`config.mk`:
```
export PLATFORM = sky130hd
export DESIGN_NAME = register_file_bank
export DESIGN_NICKNAME = d
export VERILOG_FILES = /design/src/rtl/register_file_pkg.sv /design/src/rtl/register_write_alu.sv /design/src/rtl/register_file_bank.sv
export SDC_FILE = /design/constraint.sdc
export NUM_CORES = 1
export LEC_CHECK = 0
export CAP_MARGIN = 20
export CORE_MARGIN = 1
export CORE_UTILIZATION = 50
export CTS_CLUSTER_DIAMETER = 40
export DETAILED_ROUTE_END_ITERATION = 6
export GPL_TIMING_DRIVEN = 0
export PLACE_DENSITY = 0.72
export SLEW_MARGIN = 40
export SYNTH_ARGS = -nofsm -noshare
export SYNTH_HDL_FRONTEND = slang
export SYNTH_SLANG_ARGS = --single-unit
```
`constraint.sdc`:
```
create_clock -name clk -period 2.5 [get_ports clk]
set_input_delay 0.75 -clock clk [delete_from_list [all_inputs] [get_ports clk]]
set_output_delay 0.75 -clock clk [all_outputs]
set_load 0.01 [all_outputs]
```
`src/rtl/register_file_pkg.sv`:
```
// register_file_pkg: shared encodings for the register file bank.
//   write_op encodings : OP_LOAD, OP_INC, OP_DEC, OP_CLEAR (2 bits)
//   read_write encodings: RW_READ (1), RW_WRITE (0)
package register_file_pkg;

  localparam logic [1:0] OP_LOAD  = 2'b00;
  localparam logic [1:0] OP_INC   = 2'b01;
  localparam logic [1:0] OP_DEC   = 2'b10;
  localparam logic [1:0] OP_CLEAR = 2'b11;

  localparam logic RW_READ  = 1'b1;
  localparam logic RW_WRITE = 1'b0;

endpackage

```
`src/rtl/register_write_alu.sv`:
```
// register_write_alu: combinational in-place write operation unit.
// Computes the value written back into the selected register plus the
// carry/borrow and zero indications for the flags.
// Ports:
//   cur_val     in  DATA_WIDTH  current contents of the destination register
//   data_bus_in in  DATA_WIDTH  load data
//   write_op    in  2           operation (LOAD/INC/DEC/CLEAR)
//   result      out DATA_WIDTH  value to store
//   carry       out 1           INC overflow or DEC borrow
//   zero        out 1           result is zero
module register_write_alu
  import register_file_pkg::*;
#(
  parameter int DATA_WIDTH = 8
) (
  input  logic [DATA_WIDTH-1:0] cur_val,
  input  logic [DATA_WIDTH-1:0] data_bus_in,
  input  logic [1:0]            write_op,
  output logic [DATA_WIDTH-1:0] result,
  output logic                  carry,
  output logic                  zero
);

  always_comb begin
    result = '0;
    carry  = 1'b0;
    case (write_op)
      OP_LOAD: result = data_bus_in;
      OP_INC: begin
        result = cur_val + 1'b1;
        carry  = (cur_val == '1);
      end
      OP_DEC: begin
        result = cur_val - 1'b1;
        carry  = (cur_val == '0);
      end
      default: result = '0;
    endcase
  end

  assign zero = (result == '0);

endmodule

```
`src/rtl/register_file_bank.sv`:
```
// register_file_bank: multi-entry register file for the datapath.
// One write port with in-place LOAD/INC/DEC/CLEAR, two registered read
// ports (1-cycle latency, read_valid pulse), zero and carry flags.
// Optional build macro REGISTER_FILE_ZERO_REG_EN: register 0 reads as zero
// and writes to it are dropped without touching the flags.
// Ports:
//   clk, reset_n (async active-low)
//   register_enable, read_write (1=read, 0=write), write_op
//   write_select, read_select_a, read_select_b, data_bus_in
//   data_bus_out_a, data_bus_out_b, read_valid, zero_flag, carry_flag
module register_file_bank
  import register_file_pkg::*;
#(
  parameter int DATA_WIDTH = 8,
  parameter int NUM_REGS   = 4,
  parameter int SEL_WIDTH  = $clog2(NUM_REGS)
) (
  input  logic                  clk,
  input  logic                  reset_n,
  input  logic                  register_enable,
  input  logic                  read_write,
  input  logic [1:0]            write_op,
  input  logic [SEL_WIDTH-1:0]  write_select,
  input  logic [SEL_WIDTH-1:0]  read_select_a,
  input  logic [SEL_WIDTH-1:0]  read_select_b,
  input  logic [DATA_WIDTH-1:0] data_bus_in,
  output logic [DATA_WIDTH-1:0] data_bus_out_a,
  output logic [DATA_WIDTH-1:0] data_bus_out_b,
  output logic                  read_valid,
  output logic                  zero_flag,
  output logic                  carry_flag
);

  logic [DATA_WIDTH-1:0] regs_q [NUM_REGS];
  logic [DATA_WIDTH-1:0] regs_d [NUM_REGS];
  logic [DATA_WIDTH-1:0] out_a_q, out_a_d;
  logic [DATA_WIDTH-1:0] out_b_q, out_b_d;
  logic                  rvld_q, rvld_d;
  logic                  zero_q, zero_d;
  logic                  carry_q, carry_d;

  logic [DATA_WIDTH-1:0] rd_a, rd_b;
  logic                  wr_allowed;
  logic [DATA_WIDTH-1:0] alu_result;
  logic                  alu_carry, alu_zero;

`ifdef REGISTER_FILE_ZERO_REG_EN
  assign rd_a       = (read_select_a == '0) ? '0 : regs_q[read_select_a];
  assign rd_b       = (read_select_b == '0) ? '0 : regs_q[read_select_b];
  assign wr_allowed = (write_select != '0);
`else
  assign rd_a       = regs_q[read_select_a];
  assign rd_b       = regs_q[read_select_b];
  assign wr_allowed = 1'b1;
`endif

  register_write_alu #(
    .DATA_WIDTH (DATA_WIDTH)
  ) u_alu (
    .cur_val     (regs_q[write_select]),
    .data_bus_in (data_bus_in),
    .write_op    (write_op),
    .result      (alu_result),
    .carry       (alu_carry),
    .zero        (alu_zero)
  );

  always_comb begin
    regs_d  = regs_q;
    out_a_d = out_a_q;
    out_b_d = out_b_q;
    rvld_d  = 1'b0;
    zero_d  = zero_q;
    carry_d = carry_q;
    if (register_enable) begin
      if (read_write == RW_READ) begin
        out_a_d = rd_a;
        out_b_d = rd_b;
        rvld_d  = 1'b1;
      end else if (wr_allowed) begin
        regs_d[write_select] = alu_result;
        zero_d               = alu_zero;
        carry_d              = alu_carry;
      end
    end
  end

  always_ff @(posedge clk or negedge reset_n) begin
    if (!reset_n) begin
      for (int i = 0; i < NUM_REGS; i++) regs_q[i] <= '0;
      out_a_q <= '0;
      out_b_q <= '0;
      rvld_q  <= 1'b0;
      zero_q  <= 1'b0;
      carry_q <= 1'b0;
    end else begin
      regs_q  <= regs_d;
      out_a_q <= out_a_d;
      out_b_q <= out_b_d;
      rvld_q  <= rvld_d;
      zero_q  <= zero_d;
      carry_q <= carry_d;
    end
  end

  assign data_bus_out_a = out_a_q;
  assign data_bus_out_b = out_b_q;
  assign read_valid     = rvld_q;
  assign zero_flag      = zero_q;
  assign carry_flag     = carry_q;

endmodule

```
=== Word level (Yosys, flattened, before mapping) ===
Index checks and enable logic that the tools add are counted.

* Register bits after elaboration: 51
* Input bits: 20

* Add/sub/neg operators: 2
* Order comparisons: 4
* Equal/unequal tests: 3
* Muxes and demuxes: 16
* Bitwise gates (word level): 4
* Reduce and logical (&&, ||, !) cells: 6

{| class="wikitable"
|+ Operators with widths
! kind !! count
|-
| two-way mux 8 bit || 7
|-
| binary-select mux 8 bit (select 2 bit) || 3
|-
| bitwise mux 32 bit || 1
|-
| one-hot mux 8 bit (3 select lines) || 1
|-
| demux 8 bit (select 2 bit) || 1
|-
| logical NOT 8 bit || 2
|-
| greater-or-equal comparator 3 bit, second input constant || 3
|-
| NOT 2 -> 3 bit || 3
|-
| adder 8 x 1 -> 8 bit, second input constant || 1
|-
| == test 8 bit, second input constant || 1
|-
| subtractor 8 x 1 -> 8 bit, second input constant || 1
|-
| AND reduction 2 bit || 2
|-
| < comparator 3 x 1 -> 1 bit, second input constant || 1
|-
| == test 2 x 1 -> 1 bit, second input constant || 1
|-
| == test 2 bit, second input constant || 1
|-
| logical NOT 2 bit || 1
|-
| two-way mux 1 bit || 2
|-
| one-hot mux 1 bit (2 select lines) || 1
|-
| logical AND 1 bit || 1
|-
| NOT 1 bit || 1
|}

=== Logic depth before layout (Yosys ltp) ===
Gate-level depths: netlist (run 1).

* Depth after elaboration: 7
* Depth in mapped cells: 9

=== Cells and area by module ===
Synthesis (run 1) repeated with hierarchy kept, for this count alone.

* Cell total of the unflattened synthesis: 242
* Area total of the unflattened synthesis: 3226.8 um^2

{| class="wikitable"
|+ Modules (own cells, without submodules)
! module !! instances !! cells each !! area each (um^2) !! sequential area each (um^2)
|-
| register_file_bank || 1 || 141 || 2528.7 || 1276.2
|-
| register_write_alu || 1 || 101 || 698.2 || 0.0
|}

=== Worst setup path after synthesis (run 1) ===
Ideal clock, no wire load.

* Path kind: in2reg
* Start point: input write_select[1]
* End point: register zero_q, in the netlist zero_flag
* Library setup time: 0.120 ns
* Arrival time: 3.128 ns
* Setup slack: -0.749 ns
* Stages on the path: 9
* Path buffers: 2
* Path through: clkbuf_1 > buf_2 > mux4_2 > fa_1 > a211oi_1 > o21bai_1 > or4_1 > and3_1 > a41o_1

* Cells in the longest elaborated chain, start to end: 7
* Elaborated cells on any way between the ends: 8

{| class="wikitable"
|+ Ends and longest elaborated chain
! what !! RTL line !! text
|-
| from (decl) || register_file_bank.sv:23 || <nowiki>input logic [SEL_WIDTH-1:0] write_select,</nowiki>
|-
| NOT 2 -> 3 bit (not written as such) * || register_file_bank.sv:60 || <nowiki>.cur_val (regs_q[write_select]),</nowiki>
|-
| binary-select mux 8 bit (select 2 bit) * || register_file_bank.sv:60 ||
|-
| two-way mux 8 bit (not written as such) * (2 in series) || register_file_bank.sv:60 ||
|-
| subtractor 8 x 1 -> 8 bit or adder 8 x 1 -> 8 bit (tied branches) || register_write_alu.sv:34, register_write_alu.sv:30 ||
|-
| one-hot mux 8 bit (3 select lines) * || register_write_alu.sv:27 || <nowiki>case (write_op)</nowiki>
|-
| logical NOT 8 bit * || register_write_alu.sv:41 || <nowiki>assign zero = (result == '0);</nowiki>
|-
| to (signal assigned) || register_file_bank.sv:101 || <nowiki>zero_q <= zero_d;</nowiki>
|-
| to (decl) || register_file_bank.sv:39 || <nowiki>logic zero_q, zero_d;</nowiki>
|}

Mark *: on every way between the ends. The rest lies on a longest branch, timed or not. The select of a mux whose other input is x is not followed.
A chain may end at the register's enable or synchronous reset.

=== Final worst setup path (run 1) ===
* Start point: input write_select[0]
* End point: register zero_q, in the netlist zero_flag

The elaborated chain is that of the path after synthesis.

==> impl_metrics.env, run 1 <==
export IMPL_ant_nets=0
export IMPL_vias=2474
export IMPL_initial_core_util_pct=53.2
export IMPL_endpoint_kind="flop"
export IMPL_hold_path_class="in -> async"
export IMPL_fin_nets=347
export IMPL_critPathKind="in -> reg"
export IMPL_grt_max_degree=38
export IMPL_slowest_stage="mux4_2"
export IMPL_gp_congestion=0.885
export IMPL_drv_slew=0
export IMPL_violations="setup timing"
export IMPL_drt_iter0_drc=174
export IMPL_cts_sinks=51
export IMPL_max_cap_violations=0
export IMPL_dieArea_mm2=0.00635
export IMPL_cp_start_kind="input port"
export IMPL_dominantRegCellSynth="dfrtp_1"
export IMPL_stdcell_count=389
export IMPL_pre_cts_ws_ns=-1.09
export IMPL_first_global_vias=2471
export IMPL_clock_latency_ns=0.31
export IMPL_path_buf_inv=2
export IMPL_slowest_delay_ns=0.55
export IMPL_synthTopCellsByArea="dfrtp_1 42%, mux4_2 17%, mux2_2 6.0%, a21oi_1 4.5%, ha_1 4.1%"
export IMPL_max_slew_margin_rel_pct=49.9
export IMPL_fp_dieW_um=79.7
export IMPL_grt_first_pass_wirelength_mm=12.6
export IMPL_drt_vias_per_instance=6.36
export IMPL_dp_hpwl_mm=5.46
export IMPL_synth_avg_cell_area_um2=11.7
export IMPL_yosysMostFrequentCell="dfrtp_1"
export IMPL_synth_area_leader_cell="dfrtp_1"
export IMPL_final_setup_skew_ns=0.00709
export IMPL_max_freq_mhz=346
export IMPL_path_clk_slew_ns=0.09
export IMPL_fp_row_count=27
export IMPL_crit_path_max_fanout=5
export IMPL_power_mw=3.60
export IMPL_grt_overflow_total=0
export IMPL_syn_num_nets=290
export IMPL_wirelength_mm=7.98
export IMPL_fin_ws_ns=-0.387
export IMPL_ys_seq_elements=51
export IMPL_period_share_pct=115
export IMPL_synth_edff_count=0
export IMPL_port_buffers=32
export IMPL_path_delay_family="simple AND/OR/NAND/NOR gates"
export IMPL_hold_buffers=0
export IMPL_ir_worst_vdd_mv=0.448
export IMPL_p_per_area_mw_per_mm2=901
export IMPL_cp_data_arrival_time_ns=3.09
export IMPL_cts_tree="built"
export IMPL_track_usage_pct=26.9
export IMPL_worstPathRequired_ns=2.70
export IMPL_dp_cells=364
export IMPL_setup_violations=21
export IMPL_die_y_um=79.7
export IMPL_dr_pass1_iters=4
export IMPL_clock_root_buffer="clkbuf_8"
export IMPL_ioPinCount=39
export IMPL_synth_common_cells="51 x dfrtp_1, 27 x a21oi_1, 27 x nor2_1"
export IMPL_drc=0
export IMPL_area_growth_pct=32.2
export IMPL_status="finished with violations"
export IMPL_coreArea_mm2=0.00568
export IMPL_cts_buffers=5
export IMPL_yosysWarnings=0
export IMPL_post_route_util_pct=70.3
export IMPL_seq_area_frac_synth_pct=42.3
export IMPL_p_leak_nw=1.59
export IMPL_path_cells="buf_12 > buf_8 > mux4_2 > fa_2 > a211oi_2 > o21bai_1 > or4_1 > and3_4 > a41o_1"
export IMPL_drive_gt1_share_pct=34.7
export IMPL_syn_inst=259
export IMPL_syn_area_mm2=0.00302
export IMPL_hold_viol=0
export IMPL_worst_slew_pin_slew_ns=0.751
export IMPL_yosysTopAreaCellShare_pct=42.3
export IMPL_grt_setup_unrepaired="true"
export IMPL_async_flop_share_pct=100
export IMPL_diodes=0
export IMPL_layout_min_cycle_time_ns=2.89
export IMPL_routedWlPerCell_um=20.5
export IMPL_antenna_found_initial=0
export IMPL_cts_htree_levels=2
export IMPL_synth_cell_type_count=48
export IMPL_cts_buffer_depth=2
kinds of logic (layout without fill, tap and decap cells):
kind of cell / Yosys count / count (layout) / share of synthesized area [%]
multiplexers: 46 / 46 / 26.0
XOR/XNOR: 3 / 3 / 0.870
flip-flops: 51 / 51 / 42.3
adder cells (fa/ha/maj): 11 / 11 / 4.81
AO/OA/AOI/OAI: 60 / 60 / 12.3
AND/OR/NAND/NOR: 66 / 66 / 10.4
buffers and inverters: 22 / 80 / 3.40
registers in the layout, indices dropped and copies added, names as in the netlist:
| name | count |
|---|---|
| carry_flag | 1 |
| zero_flag | 1 |
| data_bus_out_a | 8 |
| data_bus_out_b | 8 |
| read_valid | 1 |
| regs_q | 32 |
metal layers:
layer | track usage, % | wire [um] | up-vias
li1 | - | - | 1102
met1 | 35.8 | 3280 | 1241
met2 | 42.4 | 3850 | 110
met3 | 5.94 | 615 | 21
met4 | 11.8 | 225 | 0
met5 | 0 | 0 | -
report_power, final:
group          leakage, nW  internal [mW]  total (mW)  switching (mW)
Combinational        0.917          0.927        1.69           0.761
Clock               0.0612          0.324       0.593           0.269
Sequential           0.615           1.10        1.32           0.220
worst paths after layout:
path	startpoint	end	slack (ns)	cells past startpoint
setup / recovery	write_select[0]	zero_flag$_DFFE_PN0P_	-0.39	9
hold / removal	reset_n	data_bus_out_a[0]$_DFFE_PN0P_	0.28	1
setup reg to reg	regs_q[0]$_DFFE_PN0P_	zero_flag$_DFFE_PN0P_	-0.19	7
hold reg to reg	carry_flag$_DFFE_PN0P_	carry_flag$_DFFE_PN0P_	0.49	2
max in group asynchronous	reset_n	regs_q[5]$_DFFE_PN0P_	1.77	2
min in group clk	carry_flag$_DFFE_PN0P_	carry_flag$_DFFE_PN0P_	0.49	2
area by class of cell:
class | count | area (um2)
plain buffers | 15 | 98.8
clock buffers | 6 | 82.6
clock inverters | 2 | 35.0
fillers | 383 | 1680
inverters | 7 | 26.3
multi-input cells | 186 | 1920
flip-flops and latches | 51 | 1280
well taps | 72 | 90.1
repair buffers | 50 | 468
layout by cell type (no fill, tap or decap), drive strengths merged, types with 3 or more instances in the layout:
cell type / count
a21oi: 27
buf: 23
inv: 7
mux4: 24
nand4: 3
mux2i: 6
nor2b: 3
dfrtp: 51
clkbuf: 17
nand3: 3
nor2: 27
nand2: 15
mux2: 16
ha: 10
clkdlybuf4s50: 29
o21ai: 14
timing repair:
item                       4_1_cts  5_1_grt
pin swaps                       19        8
setup buffers                   16        1
setup endpoints to repair       30       27
gates resized for setup         42       10
metrics by stage:
stage	hold slack (ns)	setup TNS, ns	instance area (um2)
finish	0.284	-4.57	3990
global route	0.285	-5.80	3990
CTS	0.286	-3.99	3950
detailed placement	0.476	-23.75	3500
global placement	0.475	-62.79	3470
floorplan	0.454	-7.73	3060
Power figures use the tool's default switching activity.
==> run 2, diff against run 1 <==
--- a/config.mk
+++ b/config.mk
@@ -12,7 +12,7 @@
 export DETAILED_ROUTE_END_ITERATION = 6
 export GPL_TIMING_DRIVEN = 0
 export PLACE_DENSITY = 0.72
-export SLEW_MARGIN = 40
+export RECOVER_POWER = 100
 export SYNTH_ARGS = -nofsm -noshare
 export SYNTH_HDL_FRONTEND = slang
 export SYNTH_SLANG_ARGS = --single-unit
==> run 2 against run 1 <==
The flow still finishes with violations (setup timing). Combinational power increased by 4%. Fmax decreased by 1.4%. Cell count increased by 0.77%. Non-clock buffer count increased by 3. Via count increased by 3.0%. Sequential power about the same. Die area unchanged. Sequential cell count unchanged. Power decreased by 1.5%. Sequential share of layout area decreased by 0.39 points.
==> impl_metrics.env, run 2 (synthesis gave the netlist of run 1 again) <==
export IMPL_drive_gt1_share_pct=38.8
export IMPL_power_share_combinational_pct=49.7
export IMPL_coreArea_mm2=0.00568
export IMPL_cp_data_arrival_time_ns=3.13
export IMPL_dp_hpwl_mm=5.43
export IMPL_multi_input_area_mm2=0.00197
export IMPL_die_y_um=79.7
export IMPL_initial_core_util_pct=53.2
export IMPL_vias=2549
export IMPL_grt_max_degree=38
export IMPL_routedWlPerCell_um=21.4
export IMPL_pwr_share_seq_pct=37.0
export IMPL_hold_buffers=0
export IMPL_diodes=0
export IMPL_wirelength_mm=8.37
export IMPL_worstPathRequired_ns=2.70
export IMPL_gp_congestion=0.885
export IMPL_period_share_pct=117
export IMPL_crit_path_max_fanout=5
export IMPL_drt_iter0_drc=234
export IMPL_ir_worst_vdd_mv=0.467
export IMPL_endpoint_kind="flop"
export IMPL_dr_pass1_iters=5
export IMPL_p_per_area_mw_per_mm2=876
export IMPL_port_buffers=32
export IMPL_fp_dieW_um=79.7
export IMPL_critPathKind="in -> reg"
export IMPL_ant_nets=0
export IMPL_max_freq_mhz=342
export IMPL_antenna_found_initial=0
export IMPL_post_route_util_pct=71.2
export IMPL_regMostFlops="regs_q"
export IMPL_final_common_cell="dfrtp_1"
export IMPL_p_clk_share_pct=13.3
export IMPL_area_growth_pct=33.9
export IMPL_path_cells="buf_12 > buf_8 > mux4_2 > fa_2 > a211oi_4 > o21bai_2 > or4_1 > and3_4 > a41o_1"
export IMPL_hold_path_class="in -> async"
export IMPL_hold_viol=0
export IMPL_clock_latency_ns=0.31
export IMPL_violations="setup timing"
export IMPL_hold_slack_ns=0.474
export IMPL_drc=0
export IMPL_fin_ws_ns=-0.428
export IMPL_fin_nets=350
export IMPL_reg2reg_from="regs_q[0]$_DFFE_PN0P_"
export IMPL_most_common_layout_cells="51 x dfrtp_1, 26 x nor2_1, 24 x mux4_2"
export IMPL_switching_share_pct=37.0
export IMPL_fp_row_count=27
export IMPL_drv_slew=0
export IMPL_cp_startpoint="write_select[0]"
export IMPL_max_slew_margin_rel_pct=40.1
export IMPL_cts_buffer_depth=2
export IMPL_cts_tree="built"
export IMPL_clock_root_buffer="clkbuf_8"
export IMPL_max_cap_violations=0
export IMPL_cts_htree_levels=2
export IMPL_cp_start_kind="input port"
export IMPL_final_setup_skew_ns=0.0113
export IMPL_cts_buffers=5
export IMPL_slowest_delay_ns=0.55
export IMPL_num_fill_cells=370
export IMPL_track_usage_pct=28.0
export IMPL_dieArea_mm2=0.00635
export IMPL_intPower_mw=2.23
export IMPL_layout_min_cycle_time_ns=2.93
export IMPL_p_leak_nw=1.62
export IMPL_cts_sinks=51
export IMPL_first_global_vias=2449
export IMPL_worst_slew_pin_slew_ns=0.898
export IMPL_drt_vias_per_instance=6.50
export IMPL_setup_violations=26
export IMPL_grt_first_pass_wirelength_mm=13.0
export IMPL_regArea_mm2=0.00128
export IMPL_switchingPower_mw=1.31
export IMPL_status="finished with violations"
export IMPL_ioPinCount=39
export IMPL_largest_reg_flops=32
export IMPL_grt_overflow_total=0
export IMPL_slowest_stage="mux4_2"
export IMPL_path_clk_slew_ns=0.09
export IMPL_grt_setup_unrepaired="true"
## run 2: area by class of cell
type | count | area share [%]
tap | 72 | 2.23
buffer | 15 | 2.48
clock buffer | 6 | 1.80
timing repair buffer | 53 | 12.2
inverter | 7 | 0.650
clock inverter | 2 | 0.310
sequential | 51 | 31.6
multi-input combinational | 186 | 48.7
## run 2: final timing paths
kind / to / slack (ns) / depth (start not counted)
min reg2reg: carry_flag$_DFFE_PN0P_ / 0.49 / 2
min in group clk: carry_flag$_DFFE_PN0P_ / 0.49 / 2
max: zero_flag$_DFFE_PN0P_ / -0.43 / 9
max in group asynchronous: regs_q[12]$_DFFE_PN0P_ / 0.67 / 2
min: data_bus_out_a[0]$_DFFE_PN0P_ / 0.47 / 1
max reg2reg: zero_flag$_DFFE_PN0P_ / -0.22 / 7
## run 2: power by group through the flow
stage / combinational, mW / sequential (mW) / clock [mW]
floorplan: 0.850 / 1.32 / 0
global placement: 1.35 / 1.30 / 0
detailed placement: 1.37 / 1.32 / 0
CTS: 1.65 / 1.30 / 0.479
global route: 1.88 / 1.34 / 0.509
finish: 1.76 / 1.31 / 0.470
## run 2: worst max-delay path: cells and delay by family
kind | cells | cell delay (ns)
AOI/OAI and AO/OA | 3 | 0.58
adders and majority gates | 1 | 0.46
buffers and inverters | 2 | 0.18
muxes | 1 | 0.55
and+or+nand+nor | 2 | 0.60
## run 2: metrics by stage
step / std cells / cell area, um2 / worst slack, ns / power, mW / TNS, ns
after floorplan: 259 / 3060 / -0.590 / 2.17 / -7.73
after global placement: 363 / 3470 / -1.06 / 2.65 / -62.79
after detailed placement: 364 / 3490 / -1.10 / 2.69 / -24.11
after CTS: 390 / 3940 / -0.340 / 3.43 / -3.80
after global routing: 392 / 4040 / -0.464 / 3.73 / -7.09
final: 392 / 4040 / -0.428 / 3.54 / -5.68
## run 2: repair_timing
action	CTS	global route
gates cloned	0	0
endpoints found under the setup margin	32	27
setup buffers	18	3
pin swaps	14	18
resized for setup	41	28
## run 2: metal layers
| metal | global-route usage (%) | wire length, um | up-vias |
|---|---|---|---|
| met5 | 0 | 0 | - |
| met4 | 13.1 | 338 | 0 |
| met3 | 4.34 | 596 | 35 |
| met2 | 43.6 | 4040 | 145 |
| met1 | 38.5 | 3400 | 1272 |
| li1 | - | - | 1097 |
